<file path="config.mk">
export PLATFORM = sky130hd
export DESIGN_NAME = multi_stepper
export DESIGN_NICKNAME = d
export VERILOG_FILES = /design/src/rtl/multi_stepper_pkg.sv /design/src/rtl/multi_stepper_lane.sv /design/src/rtl/multi_stepper.sv
export SDC_FILE = /design/constraint.sdc
export NUM_CORES = 1
export LEC_CHECK = 0
export CORE_MARGIN = 2
export CORE_UTILIZATION = 50
export DETAILED_ROUTE_END_ITERATION = 7
export GPL_ROUTABILITY_DRIVEN = 1
export PLACE_DENSITY = 0.75
export SYNTH_ARGS = -nofsm -noshare
export SYNTH_HDL_FRONTEND = slang
export SYNTH_SLANG_ARGS = --single-unit
</file>
<file path="constraint.sdc">
create_clock -name clk -period 8.47 [get_ports clk]
set_clock_uncertainty 0.15 [all_clocks]
set_input_delay 1.694 -clock clk [delete_from_list [all_inputs] [get_ports clk]]
set_output_delay 1.694 -clock clk [all_outputs]
set_load 0.01 [all_outputs]
</file>
<file path="src/rtl/multi_stepper_pkg.sv">
// Shared mode and direction encodings for the multi-channel stepped counter.
package multi_stepper_pkg;
   localparam logic [1:0] MODE_WRAP_UP   = 2'b00;
   localparam logic [1:0] MODE_WRAP_DOWN = 2'b01;
   localparam logic [1:0] MODE_SAT_UP    = 2'b10;
   localparam logic [1:0] MODE_BOUNCE    = 2'b11;
   localparam logic       DIR_UP         = 1'b0;
   localparam logic       DIR_DOWN       = 1'b1;
endpackage

</file>
<file path="src/rtl/multi_stepper_lane.sv">
// One counter channel: value, bounce direction and wrap/limit event registers.
module stepper_lane
   import multi_stepper_pkg::*;
#(
   parameter int WIDTH = 8,
   parameter int SW    = 4
) (
   input  logic             clk,
   input  logic             rst,
   input  logic             tick_int,
   input  logic             load,
   input  logic [WIDTH-1:0] load_val,
   input  logic [SW-1:0]    step,
   input  logic [1:0]       mode,
   output logic [WIDTH-1:0] ctr,
   output logic             evt
);
   localparam logic [WIDTH:0] MAX_EXT = {1'b0, {WIDTH{1'b1}}};

   logic [WIDTH-1:0] ctr_q, ctr_d;
   logic             dir_q, dir_d;
   logic             evt_q, evt_d;
   logic [WIDTH-1:0] step_ext;
   logic [WIDTH:0]   sum;
   logic [WIDTH:0]   diff;

   assign step_ext = WIDTH'(step);
   assign sum      = {1'b0, ctr_q} + {1'b0, step_ext};
   assign diff     = {1'b0, ctr_q} - {1'b0, step_ext};

   // Next-state: load wins over tick; a zero step leaves everything untouched.
   always_comb begin
      ctr_d = ctr_q;
      dir_d = dir_q;
      evt_d = 1'b0;
      if (load) begin
         ctr_d = load_val;
         dir_d = DIR_UP;
      end else if (tick_int && (step != {SW{1'b0}})) begin
         case (mode)
            MODE_WRAP_UP: begin
               ctr_d = sum[WIDTH-1:0];
               evt_d = sum[WIDTH];
            end
            MODE_WRAP_DOWN: begin
               ctr_d = diff[WIDTH-1:0];
               evt_d = diff[WIDTH];
            end
            MODE_SAT_UP: begin
               if (sum >= MAX_EXT) begin
                  ctr_d = MAX_EXT[WIDTH-1:0];
                  evt_d = ({1'b0, ctr_q} != MAX_EXT);
               end else begin
                  ctr_d = sum[WIDTH-1:0];
               end
            end
            MODE_BOUNCE: begin
               if (dir_q == DIR_UP) begin
                  if (sum >= MAX_EXT) begin
                     ctr_d = MAX_EXT[WIDTH-1:0];
                     dir_d = DIR_DOWN;
                     evt_d = 1'b1;
                  end else begin
                     ctr_d = sum[WIDTH-1:0];
                  end
               end else begin
                  if (ctr_q <= step_ext) begin
                     ctr_d = {WIDTH{1'b0}};
                     dir_d = DIR_UP;
                     evt_d = 1'b1;
                  end else begin
                     ctr_d = diff[WIDTH-1:0];
                  end
               end
            end
            default: begin
               ctr_d = ctr_q;
            end
         endcase
      end else begin
         ctr_d = ctr_q;
      end
   end

   // Channel state registers.
   always_ff @(posedge clk) begin
      if (rst) begin
         ctr_q <= {WIDTH{1'b0}};
         dir_q <= DIR_UP;
         evt_q <= 1'b0;
      end else begin
         ctr_q <= ctr_d;
         dir_q <= dir_d;
         evt_q <= evt_d;
      end
   end

   assign ctr = ctr_q;
   assign evt = evt_q;
endmodule

</file>
<file path="src/rtl/multi_stepper.sv">
// NCH stepped counters advanced together by a self-contained periodic tick
// prescaler running from the system clock.
module multi_stepper
   import multi_stepper_pkg::*;
#(
   parameter int CLK_HZ    = 12_000_000,
   parameter int PERIOD_MS = 1000,
   parameter int NCH       = 2,
   parameter int WIDTH     = 8,
   parameter int SW        = 4
) (
   input  logic                 clk,
   input  logic                 rst,
   input  logic                 en,
   input  logic [NCH*SW-1:0]    step,
   input  logic [NCH*2-1:0]     mode,
   input  logic [NCH-1:0]       load,
   input  logic [NCH*WIDTH-1:0] load_val,
   output logic [NCH*WIDTH-1:0] ctr,
   output logic [NCH-1:0]       evt,
   output logic                 tick
);
   localparam int DIV = (CLK_HZ / 1000) * PERIOD_MS;
   localparam int PW  = (DIV > 1) ? $clog2(DIV) : 1;
   localparam logic [PW-1:0] PCNT_LAST = PW'(DIV - 1);

   if (DIV < 1) begin : g_div_check
      $error("multi_stepper: tick divider must be at least 1");
   end

   logic [PW-1:0] pcnt_q, pcnt_d;
   logic          tick_q, tick_d;
   logic          tick_int;

   assign tick_int = en && (pcnt_q == PCNT_LAST);

   // Prescaler: counts while enabled, wraps on the tick cycle, holds otherwise.
   always_comb begin
      pcnt_d = pcnt_q;
      tick_d = tick_int;
      if (tick_int) begin
         pcnt_d = {PW{1'b0}};
      end else if (en) begin
         pcnt_d = pcnt_q + PW'(1'b1);
      end else begin
         pcnt_d = pcnt_q;
      end
   end

   // Prescaler and tick registers.
   always_ff @(posedge clk) begin
      if (rst) begin
         pcnt_q <= {PW{1'b0}};
         tick_q <= 1'b0;
      end else begin
         pcnt_q <= pcnt_d;
         tick_q <= tick_d;
      end
   end

   assign tick = tick_q;

   for (genvar i = 0; i < NCH; i++) begin : g_lane
      stepper_lane #(
         .WIDTH(WIDTH),
         .SW   (SW)
      ) u_lane (
         .clk     (clk),
         .rst     (rst),
         .tick_int(tick_int),
         .load    (load[i]),
         .load_val(load_val[i*WIDTH +: WIDTH]),
         .step    (step[i*SW +: SW]),
         .mode    (mode[i*2 +: 2]),
         .ctr     (ctr[i*WIDTH +: WIDTH]),
         .evt     (evt[i])
      );
   end
endmodule

</file>
# ---- Word-level counts from Yosys, hierarchy flattened
# Cells that the tools add are included.
# W data, S select, Z words.
dict set report word_totals {
  input_bits 33
  wordCells 70
  reg_bits 45
}
dict set report classes {
  n_bitwise 2
  n_lt_le_gt_ge 4
  n_reduce_logical 16
  eq_ne 9
  addsub 5
  muxes 26
}
# cell n
set op_table {}
lappend op_table {{$mux W8} 10}
lappend op_table {{$pmux W8 S4} 2}
lappend op_table {{$add A24 B1 Y24 const B} 1}
lappend op_table {{$eq A24 B24 Y1 const B} 1}
lappend op_table {{$add A8 B4 Y9} 2}
lappend op_table {{$ge A9 B8 Y1 const B} 2}
lappend op_table {{$sub A8 B4 Y9} 2}
lappend op_table {{$le A8 B4 Y1} 2}
lappend op_table {{$ne A8 B8 Y1 const B} 2}
lappend op_table {{$mux W1} 12}
lappend op_table {{$eq A2 B2 Y1 const B} 4}
lappend op_table {{$pmux W1 S4} 2}
lappend op_table {{$reduce_bool A4 Y1} 2}
lappend op_table {{$reduce_or A2 Y1} 3}
lappend op_table {{$reduce_or A3 Y1} 2}
lappend op_table {{$eq A2 B1 Y1 const B} 2}
lappend op_table {{$logic_not A2 Y1} 2}
lappend op_table {{$reduce_and A2 Y1} 2}
lappend op_table {{$reduce_bool A2 Y1} 2}
lappend op_table {{$logic_and A1 B1 Y1} 3}
lappend op_table {{$not A1 Y1} 2}

# ---- Depth between registers and ports, before layout
# Gate-level depths: netlist of the first run.
dict set report depth {
  ltp_word 7
  ltp_mapped 11
}

# ---- Modules after synthesis
# Synthesis of the first run repeated with hierarchy kept, for this count alone.
dict set report hier_totals {
  cells_unflattened 523
  hier_area_um2 4116.4
}
# mod area_per_inst_um2 cells_each n_inst seq_area_each_um2
set modules_own_cells {}
lappend modules_own_cells {stepper_lane 1445.1 191 2 200.2}
lappend modules_own_cells {multi_stepper 1226.2 141 1 500.5}

# ---- Least setup slack after synthesis of the first run
# Ideal clock, no wire load.
dict set report synth_path {
  path_type {input to register}
  start {in step[6]}
  end {reg g_lane[1].u_lane.ctr_q[6]}
  setup_slack_ns 4.501
  cell_stages 10
  arrival_time_ns 3.723
  setup_ns 0.096
  path_buffers 1
  path_cell_list {inv_1 > ha_1 > buf_6 > or3b_1 > a31oi_2 > o21ai_1 > xor2_1 > nor4b_2 > nor3_1 > o41ai_2}
}
dict set report synth_via {
  elab_chain_len 7
}
# item line
set synth_rtl {}
lappend synth_rtl {{from (decl)} multi_stepper.sv:15} ;# input logic [NCH*SW-1:0] step,
lappend synth_rtl {{$add A8 B4 Y9} multi_stepper_lane.sv:28} ;# assign sum = {1'b0, ctr_q} + {1'b0, step_ext};
lappend synth_rtl {{$ge A9 B8 Y1} {multi_stepper_lane.sv:50, multi_stepper_lane.sv:59}}
lappend synth_rtl {{$mux W8} {multi_stepper_lane.sv:50, multi_stepper_lane.sv:59}}
lappend synth_rtl {{$mux W8} multi_stepper_lane.sv:58} ;# if (dir_q == DIR_UP) begin
lappend synth_rtl {{$pmux W8 S4} multi_stepper_lane.sv:40} ;# case (mode)
lappend synth_rtl {{$mux W8} multi_stepper_lane.sv:39} ;# end else if (tick_int && (step != {SW{1'b0}})) begin
lappend synth_rtl {{$mux W8} multi_stepper_lane.sv:36} ;# if (load) begin
lappend synth_rtl {{to (signal assigned)} multi_stepper_lane.sv:88} ;# ctr_q <= {WIDTH{1'b0}};
lappend synth_rtl {{to (signal assigned)} multi_stepper_lane.sv:92} ;# ctr_q <= ctr_d;
lappend synth_rtl {{to (decl)} multi_stepper_lane.sv:20} ;# logic [WIDTH-1:0] ctr_q, ctr_d;
# Parallel ways exist; a longest one is shown, timed or not. The select of a mux whose other input is x is not followed.
# A chain may end at the register's enable or synchronous reset.

# ---- Worst setup path after layout of the first run
dict set report layout_path {
  start {in step[2]}
  end {reg g_lane[0].u_lane.evt_q}
}
dict set report layout_via {
  elab_chain_len 5
}
# item line
set layout_rtl {}
lappend layout_rtl {{$add A8 B4 Y9} multi_stepper_lane.sv:28}
lappend layout_rtl {{$ge A9 B8 Y1} {multi_stepper_lane.sv:50, multi_stepper_lane.sv:59}}
lappend layout_rtl {{$mux W1} multi_stepper_lane.sv:59} ;# if (sum >= MAX_EXT) begin
lappend layout_rtl {{$mux W1} multi_stepper_lane.sv:58}
lappend layout_rtl {{$pmux W1 S4} multi_stepper_lane.sv:40}
lappend layout_rtl {{to (signal assigned)} multi_stepper_lane.sv:94} ;# evt_q <= evt_d;
lappend layout_rtl {{to (decl)} multi_stepper_lane.sv:22} ;# logic evt_q, evt_d;
# Parallel ways exist; a longest one is shown, timed or not.

==> flow_summary.yaml, run 1 <==
routing:
  drc: 0
  drt_iter0_drc: 277
  wire_per_inst_um: 15.3
  antenna_left: 0
  postRouteWirelength_mm: 9.22
  via_per_inst: 5.87
  via_count: 3536
  firstDrtPassIters: 5
floorplan:
  num_io_pins: 52
  core-area_um2: 6830
  die_w_um: 88.3
  rows: 30
  dieHeight_um: 88.3
  initial_core_util_pct: 52.1
  die-area_um2: 7800
synthesis:
  synth_cell_types: 65
  muxShareOfSynthArea_pct: 0.563
  yosysWarnings: 0
  synth_simple_gate_area_share_pct: 28.3
  avgSynthCellArea_um2: 7.55
  synth_enable_flop_cells: 0
  synth_xor_area_share_pct: 9.11
  synth_fa_ha_area_share_pct: 8.23
  synth_cells: 471
  ys_ff_latch: 45
  synth_top_family_by_area: "simple AND/OR/NAND/NOR gates"
  ys_seq_area_share_pct: 25.3
  syn-cell-area_um2: 3560
  synth_ff_type: "dfxtp_1"
  async_reset_ff_share_pct: 0
  synth_compound_area_share_pct: 22.7
  synth_nets: 525
setup_path:
  worst_ep_arrival_time_ns: 4.59
  timing.rr.end: "g_lane[0].u_lane.evt"
  r2r_start: "g_lane[0].u_lane.ctr[1]"
  crit_family: "compound AO/OA/AOI/OAI gates"
  crit_path_end_kind: "flip-flop"
  path_buf_inv: 2
  slowest_stage: "o41ai_1"
  crit_path_cell_trace: "clkdlybuf4s50_1 > inv_1 > ha_1 > nor2b_1 > a211oi_1 > o21ai_0 > xor2_1 > o41ai_1 > nand4_1 > a31oi_1"
  r2r_setup_slack_ns: 5.51
  crit_required_ns: 8.52
  critical_path_class: "primary input to flip-flop"
  reg2reg_depth: 8
  critPathMaxFanout: 8
  cp_slowest_stage_delay_ns: 0.55
  cp-start-kind: "primary input"
pwr:
  intPower_uw: 346
  leakage_uw: 0.00160
  peakVddDrop_mv: 0.0821
  combPwrFrac_pct: 25.7
  swShare_pct: 31.5
  switchingPower_uw: 159
  power.share.sequential_pct: 45.1
  clkPwrFrac_pct: 29.2
  p_per_area_nw_per_um2: 121
clock_tree:
  postCtsHoldBufs: 0
  cts_num_sinks: 45
  clock_latency_ns: 0.30
  tritoncts: "built"
  cts_setup_buffers: 0
  cts-buffers-inserted: 5
  clk_pin_slew_ns: 0.09
  cts_resized: 0
  htreeDepth: 2
  clockBufferDepth: 2
  cts-root-buf: "clkbuf_8"
hold_path:
  whs_path_depth: 2
  hp-class: "flip-flop to flip-flop"
  min_to: "pcnt_q[12]"
  hold_start: "pcnt_q[12]"
global_routing:
  grt_max_degree: 25
  antenna_found_initial: 0
  grt_pass1_wl_mm: 15.4
  grt_pass1_vias: 3247
  gr-total-overflow: 0
  grt_usage_pct: 24.5
timing:
  tightest_slew_ns: 0.941
  maxSlewHeadroom_pct: 36.9
  rsz0062_at_grt: "false"
  setup_violations: 0
  maxSlewViolCount: 0
  fin_crit_ns: 4.54
  fin_tns_setup_ns: 0
  whs_ns: 0.337
  fmax_ghz: 0.220
  final-hold-violation-count: 0
  fin_crit_sh_pct: 53.6
flow_run:
  cap_violations: 0
place:
  gp_congestion: 0.957
  io_buffers: 51
  dp_hpwl_mm: 6.99
cells_and_area:
  final_nets: 559
  drive_above_1_share_pct: 4.35
  syn_to_final_growth_pct: 17.5
  n_antenna_cell: 0
status:
  status: "completed"
power groups by stage:
stage | Sequential (uW) | Combinational, uW | Clock (uW)
floorplan | 229 | 85.9 | 0
global placement | 233 | 126 | 0
detailed placement | 233 | 127 | 0
CTS | 228 | 128 | 150
global route | 229 | 143 | 157
finish | 228 | 130 | 148
layer usage:
metal	global-route usage, %	part of all wire [%]	vias up
li1	-	-	1746
met1	34.1	47	1630
met2	39.2	45	143
met3	4.20	6.3	17
met4	6.75	1.6	0
met5	0	0	-
cells in the mapped netlist (all sizes together) (13+ instances only):
cell type / n / area, um2
clkbuf: 15 / 56.3
xor2: 17 / 149
nor2: 60 / 228
inv: 24 / 90.1
nand4: 15 / 100
a21oi: 40 / 200
nand3: 13 / 65.1
ha: 17 / 213
o21ai: 20 / 100
nand2: 42 / 158
dfxtp: 45 / 901
xnor2: 20 / 175
registers in the layout, summed over array words and instances, names as in the netlist:
signal               count
g_lane.u_lane.evt        2
tick                     1
g_lane.u_lane.dir_q      2
pcnt_q                  24
g_lane.u_lane.ctr       16
logic make-up after synthesis:
logic type | after synthesis
simple gates | 196
xor+xnor | 37
mux | 2
fa+ha+maj | 21
flops | 45
buf+inv | 49
compound gates | 121
stage by stage:
step / worst slack, ns / cells / cell area, um2 / util (%) / power, uW
after global routing: 3.73 / 602 / 4180 / 61.2 / 529
after floorplan: 4.50 / 471 / 3560 / - / 315
after global placement: 3.65 / 594 / 4080 / 59.7 / 359
after detailed placement: 3.62 / 594 / 4080 / 59.7 / 360
after CTS: 3.95 / 602 / 4180 / 61.2 / 506
final: 3.93 / 602 / 4180 / 61.2 / 505
cells in the final DEF, fill, tap and decap left out, types with 13 or more instances in the layout:
cell / count
xnor2_1: 20
xor2_1: 17
a21oi_1: 40
dfxtp_1: 45
nand2_1: 42
ha_1: 17
nor2_1: 59
clkdlybuf4s50_1: 51
nand4_1: 14
nand3_1: 13
o21ai_0: 15
inv_1: 24
worst register-to-register path, delay by kind of cell, from the launching register on:
family / cells / cell delay, ns
compound gates: 4 / 1.37
flops: 1 / 0.50
simple gates: 2 / 0.32
fa+ha+maj: 1 / 0.31
xor+xnor: 1 / 0.21
final cells by class:
type	instances	area (um2)
Sequential cell	45	901
Timing Repair Buffer	52	518
Multi-Input combinational cell	377	2450
Clock inverter	2	17.5
Tap cell	96	120
Fill cell	644	2650
Inverter	24	90.1
Clock buffer	6	82.6
how the worst max path moves through the flow:
stage | slack, ns | cells past startpoint | startpoint | end
after CTS | 3.95 | 10 | step[2] | g_lane[0].u_lane.evt
after floorplan | 4.50 | 10 | step[6] | g_lane[1].u_lane.ctr[6]
final | 3.93 | 10 | step[2] | g_lane[0].u_lane.evt
after global routing | 3.73 | 10 | step[2] | g_lane[0].u_lane.evt
after detailed placement | 3.62 | 10 | step[2] | g_lane[0].u_lane.evt
after global placement | 3.65 | 10 | step[2] | g_lane[0].u_lane.evt
No activity file was read; power rests on OpenSTA's default activity.
==> inputs of run 2 (changes only) <==
clock period = 4.2 ns   (was 8.47 ns; I/O delays follow)
==> run 2 against run 1 <==
Against the previous run: setup slack got worse by 3.3 ns; critical path type unchanged; utilization grew 0.42 points; critical path depth unchanged; largest cell class unchanged.
==> flow_summary.yaml, run 2 (same netlist as run 1, synthesis figures left out) <==
status:
  status: "completed"
clock_tree:
  cts_num_sinks: 45
  cts-root-buf: "clkbuf_8"
  clock_latency_ns: 0.30
  clk_pin_slew_ns: 0.09
  cts_setup_buffers: 0
  postCtsHoldBufs: 0
  htreeDepth: 2
  cts_resized: 0
  cts-buffers-inserted: 5
  clockBufferDepth: 2
  tritoncts: "built"
global_routing:
  antenna_found_initial: 0
  gr-total-overflow: 0
  grt_pass1_wl_mm: 15.4
  grt_max_degree: 25
  grt_pass1_vias: 3228
  grt_usage_pct: 24.5
routing:
  postRouteWirelength_mm: 9.12
  via_count: 3512
  firstDrtPassIters: 5
  antenna_left: 0
  drt_iter0_drc: 258
  drc: 0
  wire_per_inst_um: 15.0
  via_per_inst: 5.79
setup_path:
  r2r_start: "g_lane[1].u_lane.ctr[2]"
  slowest_stage: "clkdlybuf4s50_1"
  worst_ep_arrival_time_ns: 3.60
  crit_required_ns: 4.26
  critical_path_class: "primary input to flip-flop"
  critPathMaxFanout: 4
  reg2reg_depth: 8
  cp-start-kind: "primary input"
  cp-endpoint: "g_lane[1].u_lane.ctr[6]"
  crit_path_cell_trace: "clkdlybuf4s50_1 > inv_1 > ha_1 > or3b_1 > a31oi_2 > o21ai_1 > xor2_1 > nor4b_2 > nor3_1 > o41ai_2"
  cp_slowest_stage_delay_ns: 0.57
  timing.critical_path.from: "step[5]"
  r2r_setup_slack_ns: 1.38
  timing.rr.end: "g_lane[1].u_lane.ctr[6]"
  crit_path_end_kind: "flip-flop"
timing:
  fmax_ghz: 0.283
  fin_crit_sh_pct: 84.2
  tightest_slew_ns: 0.970
  setup_ws_ns: 0.662
  maxSlewViolCount: 0
  fin_tns_setup_ns: 0
  fin_crit_ns: 3.54
  maxSlewHeadroom_pct: 34.8
  rsz0062_at_grt: "false"
  final-hold-violation-count: 0
  setup_violations: 0
pwr:
  switchingPower_uw: 313
  intPower_uw: 682
  leakage_uw: 0.00162
  p_per_area_nw_per_um2: 237
  clkPwrFrac_pct: 27.2
  peakVddDrop_mv: 0.163
  power.share.sequential_pct: 46.2
  combPwrFrac_pct: 26.6
  swShare_pct: 31.4
place:
  dp_hpwl_mm: 7.01
  gp_congestion: 1.01
  pre_cts_ws_ns: 0.378
  dp.cells: 599
  io_buffers: 51
cells_and_area:
  n_antenna_cell: 0
  drive_above_1_share_pct: 5.28
  final_nets: 564
  final_cell_mix: "nor2_1 (59), clkdlybuf4s50_1 (51), dfxtp_1 (45), nand2_1 (42), a21oi_1 (40)"
  syn_to_final_growth_pct: 18.3
  largest_reg_flops: 24
  final_cell_count_no_fill: 607
  largest_register: "pcnt_q"
  layout_commonest_cell: "nor2_1"
  fillers: 665
hold_path:
  hp-class: "flip-flop to flip-flop"
floorplan:
  rows: 30
  num_io_pins: 52
  die-area_um2: 7800
  die_w_um: 88.3
  dieHeight_um: 88.3
  core-area_um2: 6830
  initial_core_util_pct: 52.1
flow_run:
  cap_violations: 0
[run 2: stage by stage]
stage               util, %  hold slack, ns  power (uW)  area [um2]
floorplan                 -           0.304         635        3560
CTS                    61.6           0.344        1000        4210
detailed placement     60.3           0.327         729        4120
global route           61.6           0.369        1050        4210
global placement       60.3           0.315         728        4120
finish                 61.6           0.342         995        4210
[run 2: worst min path at each step]
stage / from / endpoint / slack, ns / depth (start not counted)
after floorplan: pcnt_q[12] / pcnt_q[12] / 0.30 / 2
after global placement: pcnt_q[12] / pcnt_q[12] / 0.31 / 2
after detailed placement: pcnt_q[12] / pcnt_q[12] / 0.33 / 2
after CTS: pcnt_q[12] / pcnt_q[12] / 0.34 / 2
after global routing: pcnt_q[12] / pcnt_q[12] / 0.37 / 2
final: pcnt_q[12] / pcnt_q[12] / 0.34 / 2
[run 2: layout make-up]
type	count	area, um2	share of cell area [%]
clock inverters	3	22.5	0.535
repair buffers	57	556	13.2
inverters	24	90.1	2.14
well taps	96	120	2.85
clock buffers	5	68.8	1.64
multi-input cells	377	2450	58.2
flip-flops and latches	45	901	21.4
[run 2: power groups by stage]
| stage | Combinational, uW | Clock (uW) | Sequential [uW] |
|---|---|---|---|
| after floorplan | 173 | 0 | 462 |
| after global placement | 259 | 0 | 469 |
| after detailed placement | 260 | 0 | 470 |
| after CTS | 262 | 280 | 460 |
| after global routing | 292 | 296 | 463 |
| final | 265 | 271 | 460 |
[run 2: per-layer routing]
layer | vias to the layer above | track usage (%) | wire length (um)
li1 | 1747 | - | -
met5 | - | 0 | 0
met3 | 18 | 3.64 | 601
met1 | 1629 | 34.4 | 4300
met2 | 118 | 38.6 | 4040
met4 | 0 | 8.26 | 178
[run 2: worst max-delay path: cells and delay by family]
kind	cells	cell delay (ns)
buf+inv	2	0.68
fa+ha+maj	1	0.33
simple gates	3	0.92
compound gates	3	0.63
xor+xnor	1	0.20
